`src/rtl/watch_cmd_decoder_if.sv`:
```
// UART-side command inputs and watch-side adjust outputs of watch_cmd_decoder.
// Build macro CMD_ECHO_EN adds the echo transmit signals.
interface watch_cmd_decoder_if;
  logic [7:0] rx_data;
  logic       rx_done;
  logic       d_sec_add;
  logic       d_min_add;
  logic       d_hour_add;
  logic       watch_mod_sw;
  logic       cmd_err;
`ifdef CMD_ECHO_EN
  logic [7:0] tx_data;
  logic       tx_start;
  logic       tx_busy;

  modport master (
    output rx_data, rx_done, tx_busy,
    input  d_sec_add, d_min_add, d_hour_add, watch_mod_sw, cmd_err, tx_data, tx_start
  );
  modport slave (
    input  rx_data, rx_done, tx_busy,
    output d_sec_add, d_min_add, d_hour_add, watch_mod_sw, cmd_err, tx_data, tx_start
  );
`else
  modport master (
    output rx_data, rx_done,
    input  d_sec_add, d_min_add, d_hour_add, watch_mod_sw, cmd_err
  );
  modport slave (
    input  rx_data, rx_done,
    output d_sec_add, d_min_add, d_hour_add, watch_mod_sw, cmd_err
  );
`endif
endinterface

```
`src/rtl/watch_cmd_decoder.sv`:
```
// Decodes UART command bytes into timed watch adjust pulses with a 1-deep queue.
// Build macro CMD_ECHO_EN enables echoing of accepted bytes on tx_data/tx_start.
module watch_cmd_decoder #(
  parameter int unsigned PULSE_CYC = 10,
  parameter int unsigned GAP_CYC   = 2
) (
  input logic               clk,
  input logic               reset,
  watch_cmd_decoder_if.slave bus
);
  localparam int unsigned MAX_CYC = (PULSE_CYC > GAP_CYC) ? PULSE_CYC : GAP_CYC;
  localparam int unsigned CW      = $clog2(MAX_CYC + 1);
  localparam logic [CW-1:0] PULSE_LAST = CW'(PULSE_CYC - 1);
  localparam logic [CW-1:0] GAP_LAST   = CW'(GAP_CYC - 1);

  typedef enum logic [1:0] {IDLE, HOLD, GAP} state_t;
  typedef enum logic [1:0] {CMD_NONE, CMD_SEC, CMD_MIN, CMD_HOUR} cmd_t;

  state_t        state_q, state_n;
  cmd_t          cur_q, cur_n, pend_cmd_q, pend_cmd_n, adj_cmd;
  logic [CW-1:0] cnt_q, cnt_n;
  logic          pend_valid_q, pend_valid_n;
  logic          mod_q, mod_n;
  logic          err_q, err_n;
  logic          sec_q, min_q, hour_q;
  logic          is_tog, is_ign, is_adj, accept, pend_consume;
  logic [7:0]    folded;

  // Setting bit 5 folds upper-case letters onto lower-case; control bytes never alias a command.
  assign folded = bus.rx_data | 8'h20;

  always_comb begin
    adj_cmd = CMD_NONE;
    is_tog  = 1'b0;
    is_ign  = 1'b0;
    if (bus.rx_data == 8'h0D || bus.rx_data == 8'h0A) begin
      is_ign = 1'b1;
    end else begin
      case (folded)
        8'h73:   adj_cmd = CMD_SEC;
        8'h6D:   adj_cmd = CMD_MIN;
        8'h68:   adj_cmd = CMD_HOUR;
        8'h77:   is_tog  = 1'b1;
        default: ;
      endcase
    end
  end

  assign is_adj = (adj_cmd != CMD_NONE);

  always_comb begin
    state_n      = state_q;
    cnt_n        = cnt_q + CW'(1);
    cur_n        = cur_q;
    pend_valid_n = pend_valid_q;
    pend_cmd_n   = pend_cmd_q;
    mod_n        = mod_q;
    err_n        = 1'b0;
    accept       = 1'b0;
    pend_consume = 1'b0;

    if (bus.rx_done && is_tog) begin
      mod_n  = ~mod_q;
      accept = 1'b1;
    end

    case (state_q)
      IDLE: cnt_n = '0;
      HOLD: begin
        if (!mod_q) begin
          state_n      = GAP;
          cnt_n        = '0;
          pend_valid_n = 1'b0;
        end else if (cnt_q == PULSE_LAST) begin
          state_n = GAP;
          cnt_n   = '0;
        end
      end
      GAP: begin
        if (cnt_q == GAP_LAST) begin
          cnt_n        = '0;
          pend_valid_n = 1'b0;
          if (pend_valid_q && mod_q) begin
            state_n      = HOLD;
            cur_n        = pend_cmd_q;
            pend_consume = 1'b1;
          end else begin
            state_n = IDLE;
          end
        end
      end
      default: begin
        state_n = IDLE;
        cnt_n   = '0;
      end
    endcase

    // Keyed on state_n so a byte landing on the last GAP cycle starts or queues instead of being lost.
    if (bus.rx_done && is_adj) begin
      if (!mod_q) begin
        err_n = 1'b1;
      end else if (state_n == IDLE) begin
        state_n = HOLD;
        cnt_n   = '0;
        cur_n   = adj_cmd;
        accept  = 1'b1;
      end else if (!pend_valid_q || pend_consume) begin
        pend_valid_n = 1'b1;
        pend_cmd_n   = adj_cmd;
        accept       = 1'b1;
      end else begin
        err_n = 1'b1;
      end
    end

    if (bus.rx_done && !is_adj && !is_tog && !is_ign) err_n = 1'b1;
  end

  always_ff @(posedge clk) begin
    if (!reset) begin
      state_q      <= IDLE;
      cnt_q        <= '0;
      cur_q        <= CMD_NONE;
      pend_valid_q <= 1'b0;
      pend_cmd_q   <= CMD_NONE;
      mod_q        <= 1'b0;
      err_q        <= 1'b0;
      sec_q        <= 1'b0;
      min_q        <= 1'b0;
      hour_q       <= 1'b0;
    end else begin
      state_q      <= state_n;
      cnt_q        <= cnt_n;
      cur_q        <= cur_n;
      pend_valid_q <= pend_valid_n;
      pend_cmd_q   <= pend_cmd_n;
      mod_q        <= mod_n;
      err_q        <= err_n;
      sec_q        <= (state_n == HOLD) && (cur_n == CMD_SEC);
      min_q        <= (state_n == HOLD) && (cur_n == CMD_MIN);
      hour_q       <= (state_n == HOLD) && (cur_n == CMD_HOUR);
    end
  end

  assign bus.d_sec_add    = sec_q;
  assign bus.d_min_add    = min_q;
  assign bus.d_hour_add   = hour_q;
  assign bus.watch_mod_sw = mod_q;
  assign bus.cmd_err      = err_q;

`ifdef CMD_ECHO_EN
  logic       echo_valid;
  logic [7:0] echo_byte;
  logic [7:0] tx_data_q;
  logic       tx_start_q;

  // A buffered echo goes out first; a byte accepted in that same cycle takes its buffer slot.
  always_ff @(posedge clk) begin
    if (!reset) begin
      echo_valid <= 1'b0;
      echo_byte  <= '0;
      tx_data_q  <= '0;
      tx_start_q <= 1'b0;
    end else begin
      tx_start_q <= 1'b0;
      if (echo_valid && !bus.tx_busy) begin
        tx_data_q  <= echo_byte;
        tx_start_q <= 1'b1;
        echo_valid <= accept;
        if (accept) echo_byte <= bus.rx_data;
      end else if (accept && !echo_valid) begin
        if (!bus.tx_busy) begin
          tx_data_q  <= bus.rx_data;
          tx_start_q <= 1'b1;
        end else begin
          echo_valid <= 1'b1;
          echo_byte  <= bus.rx_data;
        end
      end
    end
  end

  assign bus.tx_data  = tx_data_q;
  assign bus.tx_start = tx_start_q;
`endif

endmodule
```
`src/flat_wrapper.sv`:
```
// flat-port wrapper written by rule: the top's interface ports become plain ports
module watch_cmd_decoder_flat 
#(
  parameter int unsigned PULSE_CYC = 10,
  parameter int unsigned GAP_CYC   = 2
)
  (clk, reset, bus_rx_data, bus_rx_done, bus_d_sec_add, bus_d_min_add, bus_d_hour_add, bus_watch_mod_sw, bus_cmd_err);
  watch_cmd_decoder_if bus_i ();
  input logic clk;
  input logic reset;
  input wire logic [$bits(bus_i.rx_data)-1:0] bus_rx_data;
  input wire logic [$bits(bus_i.rx_done)-1:0] bus_rx_done;
  output wire logic [$bits(bus_i.d_sec_add)-1:0] bus_d_sec_add;
  output wire logic [$bits(bus_i.d_min_add)-1:0] bus_d_min_add;
  output wire logic [$bits(bus_i.d_hour_add)-1:0] bus_d_hour_add;
  output wire logic [$bits(bus_i.watch_mod_sw)-1:0] bus_watch_mod_sw;
  output wire logic [$bits(bus_i.cmd_err)-1:0] bus_cmd_err;
  assign bus_i.rx_data = bus_rx_data;
  assign bus_i.rx_done = bus_rx_done;
  assign bus_d_sec_add = bus_i.d_sec_add;
  assign bus_d_min_add = bus_i.d_min_add;
  assign bus_d_hour_add = bus_i.d_hour_add;
  assign bus_watch_mod_sw = bus_i.watch_mod_sw;
  assign bus_cmd_err = bus_i.cmd_err;
  watch_cmd_decoder #(.PULSE_CYC(PULSE_CYC), .GAP_CYC(GAP_CYC)) u_core (.clk(clk), .reset(reset), .bus(bus_i));
endmodule
```
`config.mk`:
```
export PLATFORM = sky130hd
export DESIGN_NAME = watch_cmd_decoder_flat
export DESIGN_NICKNAME = d
export VERILOG_FILES = /design/src/rtl/watch_cmd_decoder_if.sv /design/src/rtl/watch_cmd_decoder.sv /design/src/flat_wrapper.sv
export SDC_FILE = /design/constraint.sdc
export NUM_CORES = 1
export LEC_CHECK = 0
export BUFFER_PORTS_ARGS = -buffer_cell sky130_fd_sc_hd__buf_2
export CAP_MARGIN = 20
export CORE_ASPECT_RATIO = 0.8
export CORE_MARGIN = 5
export CORE_UTILIZATION = 29
export CTS_CLUSTER_DIAMETER = 200
export CTS_CLUSTER_SIZE = 20
export DETAILED_ROUTE_END_ITERATION = 12
export SLEW_MARGIN = 5
export SYNTH_ARGS = -nofsm -noshare
export SYNTH_HDL_FRONTEND = slang
export SYNTH_SLANG_ARGS = --single-unit
```
`constraint.sdc`:
```
create_clock -name clk -period 6.3 [get_ports clk]
set_input_delay 0.315 -clock clk [delete_from_list [all_inputs] [get_ports clk]]
set_output_delay 0.315 -clock clk [all_outputs]
set_load 0.1 [all_outputs]
```
==> results by group <==
Pwr
  – Register share of total power: 0.488
  – Pleak: 0.4217 nW
  – Clock power share: 0.447
  – PwrDens: 184.8 nW/um^2
  – Internal power: 0.0001614 W
  – Total power: 0.0002081 W
  – Comb power frac: 0.065
  – Psw: 0.00004668 W
  – Maximum vdd drop: 0.00008241 V
  – Switching share of power: 0.2243

Finish
  – Antenna Cells: 0
  – Multi-input gate area: 606.8 um^2
  – NumNets Final: 145
  – Commonest non-fill, non-tap cell in the layout: dfxtp_1
  – Layout cell share with drive strength beyond 1: 0.2283
  – Area Overhead vs Synth: 18.58%
  – Commonest cells after routing, fill and taps aside: dfxtp_1, buf_2, nor2_1
  – Register area: 320.3 um^2
  – Filler cells: 341

Global route
  – Largest net degree at the start of global routing: 10
  – First-pass GRT wire length: 3.491 mm
  – Vias in the first global route: 806
  – Grt total ovfl: 0
  – GR Util All Layers: 0.1001
  – Initial antenna violation count: 0

Synth
  – Synth area leader: dfxtp_1
  – Synth top area cells: dfxtp_1, ha_1, nor2_1
  – Yosys warns: 0
  – Cells after Synth: 109
  – Post-synthesis sequential area ratio: 0.3373
  – Synthesized Nets: 126
  – Synth Cell Area: 949.7 um^2
  – Synth cell types: 40
  – Yosys reg bits: 16
  – Ys async rst share: 0
  – Post-synth EDFFs: 0
  – Top FF cell, synth: dfxtp_1
  – Yosys top cell area share: 0.3373
  – Syn_area_per_cell: 8.712 um^2

Timing
  – Rel. slew slack: 0.6754
  – Final Max Tran Viols: 0
  – Final Hold Fails: 0
  – Unrepaired setup endpoints after global routing: no
  – Max Freq: 0.4416 GHz
  – Final setup viols: 0
  – Fin crit share: 0.3595
  – Clk_skew: 0.003326 ns
  – Post-route setup TNS: 0 ns
  – Final min period: 2.265 ns
  – Worst-Margin Slew: 0.4902 ns

Clocking
  – Max Root-Sink Buffers: 2
  – Inserted Clock Buffers: 3
  – Clk pin slew, worst setup/hold paths: 0.07 ns
  – # Post-CTS Setup Buffers: 0
  – Clock Tree Root: clkbuf_8
  – H-tree Lvls: 1
  – Clk sinks: 16
  – Post-cts sizing count: 0
  – CTS tree: yes
  – Hold Buf Count CTS: 0
  – Worst-Skew Late Latency: 0.25 ns

Floorplan
  – # IOs: 16
  – Die width: 73.98 um
  – Die Y: 61.19 um
  – Core Box Area: 3108 um^2
  – Die ar.: 4526 um^2
  – Site row count: 18
  – Initial Utilization: 0.3056

Detailed routing
  – First DRT Iteration DRCs: 62
  – Post-route ant nets: 0
  – Detailed-route wire length: 2.064 mm
  – Vias/cell: 5.018
  – # DRC: 0
  – DR vias: 838
  – Post-DR wirelength/cell: 12.36 um
  – Detailed Routing Iterations Pass 1: 4

Setup path
  – Critical path endpoint category: flop
  – WP data required: 6.44 ns
  – Startpoint Class: flop
  – Arrival time worst endpoint: 2.41 ns
  – Max FO, Critical Path: 5
  – Crit path kind: reg -> reg

Place
  – GPL Wtd Cong: 0.8286
  – Post-DP HPWL: 1.586 mm
  – Port buffer count: 15

Run
  – Maxcap violations: 0

Min path
  – Hold Crit Class: in -> reg

Run status
  – Status: completed
Yosys cell counts (all sizes together) (2+ instances only):
cell type and instances:
nor2 14, nand3 4, or3 2, mux2i 4, nor2b 2, nand2b 2
nor4 2, a221oi 2, nand3b 2, xnor2 2, inv 4, ha 6
nand2 13, a21oi 5, o21ai 3, or4 2, dfxtp 16, xor2 2
or2 2, o21a 2, nor3 2
registers in the layout, summed over array words and instances (netlist names):
register / count
u_core.bus.d_min_add: 1
u_core.bus.cmd_err: 1
u_core.cnt_q: 4
u_core.state_q: 2
u_core.bus.d_hour_add: 1
u_core.pend_cmd_q: 2
u_core.cur_q: 2
u_core.pend_valid_q: 1
u_core.bus.d_sec_add: 1
u_core.bus.watch_mod_sw: 1
power by group through the flow:
stage / clock network [W] / logic, W / registers [W]
final: 0.0000929 / 0.0000135 / 0.000102
after global routing: 0.0000975 / 0.0000148 / 0.000102
after CTS: 0.0000938 / 0.0000135 / 0.000102
after detailed placement: 0 / 0.0000135 / 0.000104
after global placement: 0 / 0.0000129 / 0.000104
after floorplan: 0 / 0.00000432 / 0.000107
layer usage:
metal  track usage  part of all wire
met3       0.02447             0.056
met5             0                 0
met1        0.1112              0.42
met2        0.1793              0.50
met4       0.05168             0.018
critical path, stage by stage (launching register included):
cell,delay (ns)
dfxtp_1,0.37
ha_1,0.17
or3b_4,0.40
nor2_1,0.40
a221oi_4,0.09
o211ai_2,0.25
mux2_4,0.35
nor2b_1,0.13
area by class of cell:
type,instances,area share
clock buffers,4,0.04889
inverters,5,0.01667
multi-input cells,87,0.5389
flip-flops and latches,16,0.2844
well taps,40,0.04444
repair buffers,15,0.06667
kinds of logic (layout without fill, tap and decap cells):
family | after synthesis | after routing | synth area share
AO/OA/AOI/OAI | 19 | 19 | 0.1726
XOR/XNOR | 4 | 4 | 0.03690
adder cells (fa/ha/maj) | 6 | 6 | 0.07905
buffers and inverters | 6 | 24 | 0.02370
flip-flops | 16 | 16 | 0.3373
multiplexers | 5 | 5 | 0.05797
AND/OR/NAND/NOR | 53 | 53 | 0.2925
worst paths after layout:
path	startpoint	end	slack, ns	cells past startpoint
setup reg to reg	u_core.cnt_q[0]	u_core.bus.d_min_add	4.04	7
hold reg to reg	u_core.cnt_q[0]	u_core.cnt_q[0]	0.46	1
hold / removal	reset	u_core.bus.cmd_err	0.36	3
setup / recovery	u_core.cnt_q[0]	u_core.bus.d_min_add	4.04	7
per-stage QoR:
stage | hold slack, ns | area [um^2] | setup slack [ns] | util | instances
detailed placement | 0.4594 | 1071 | 4.047 | 0.3446 | 163
floorplan | 0.4333 | 949.7 | 3.819 | - | 109
CTS | 0.3492 | 1126 | 4.038 | 0.3623 | 167
global placement | 0.4482 | 1071 | 4.126 | 0.3446 | 163
finish | 0.3568 | 1126 | 4.035 | 0.3623 | 167
global route | 0.3712 | 1126 | 3.821 | 0.3623 | 167
No activity file was read; power rests on OpenSTA's default activity.
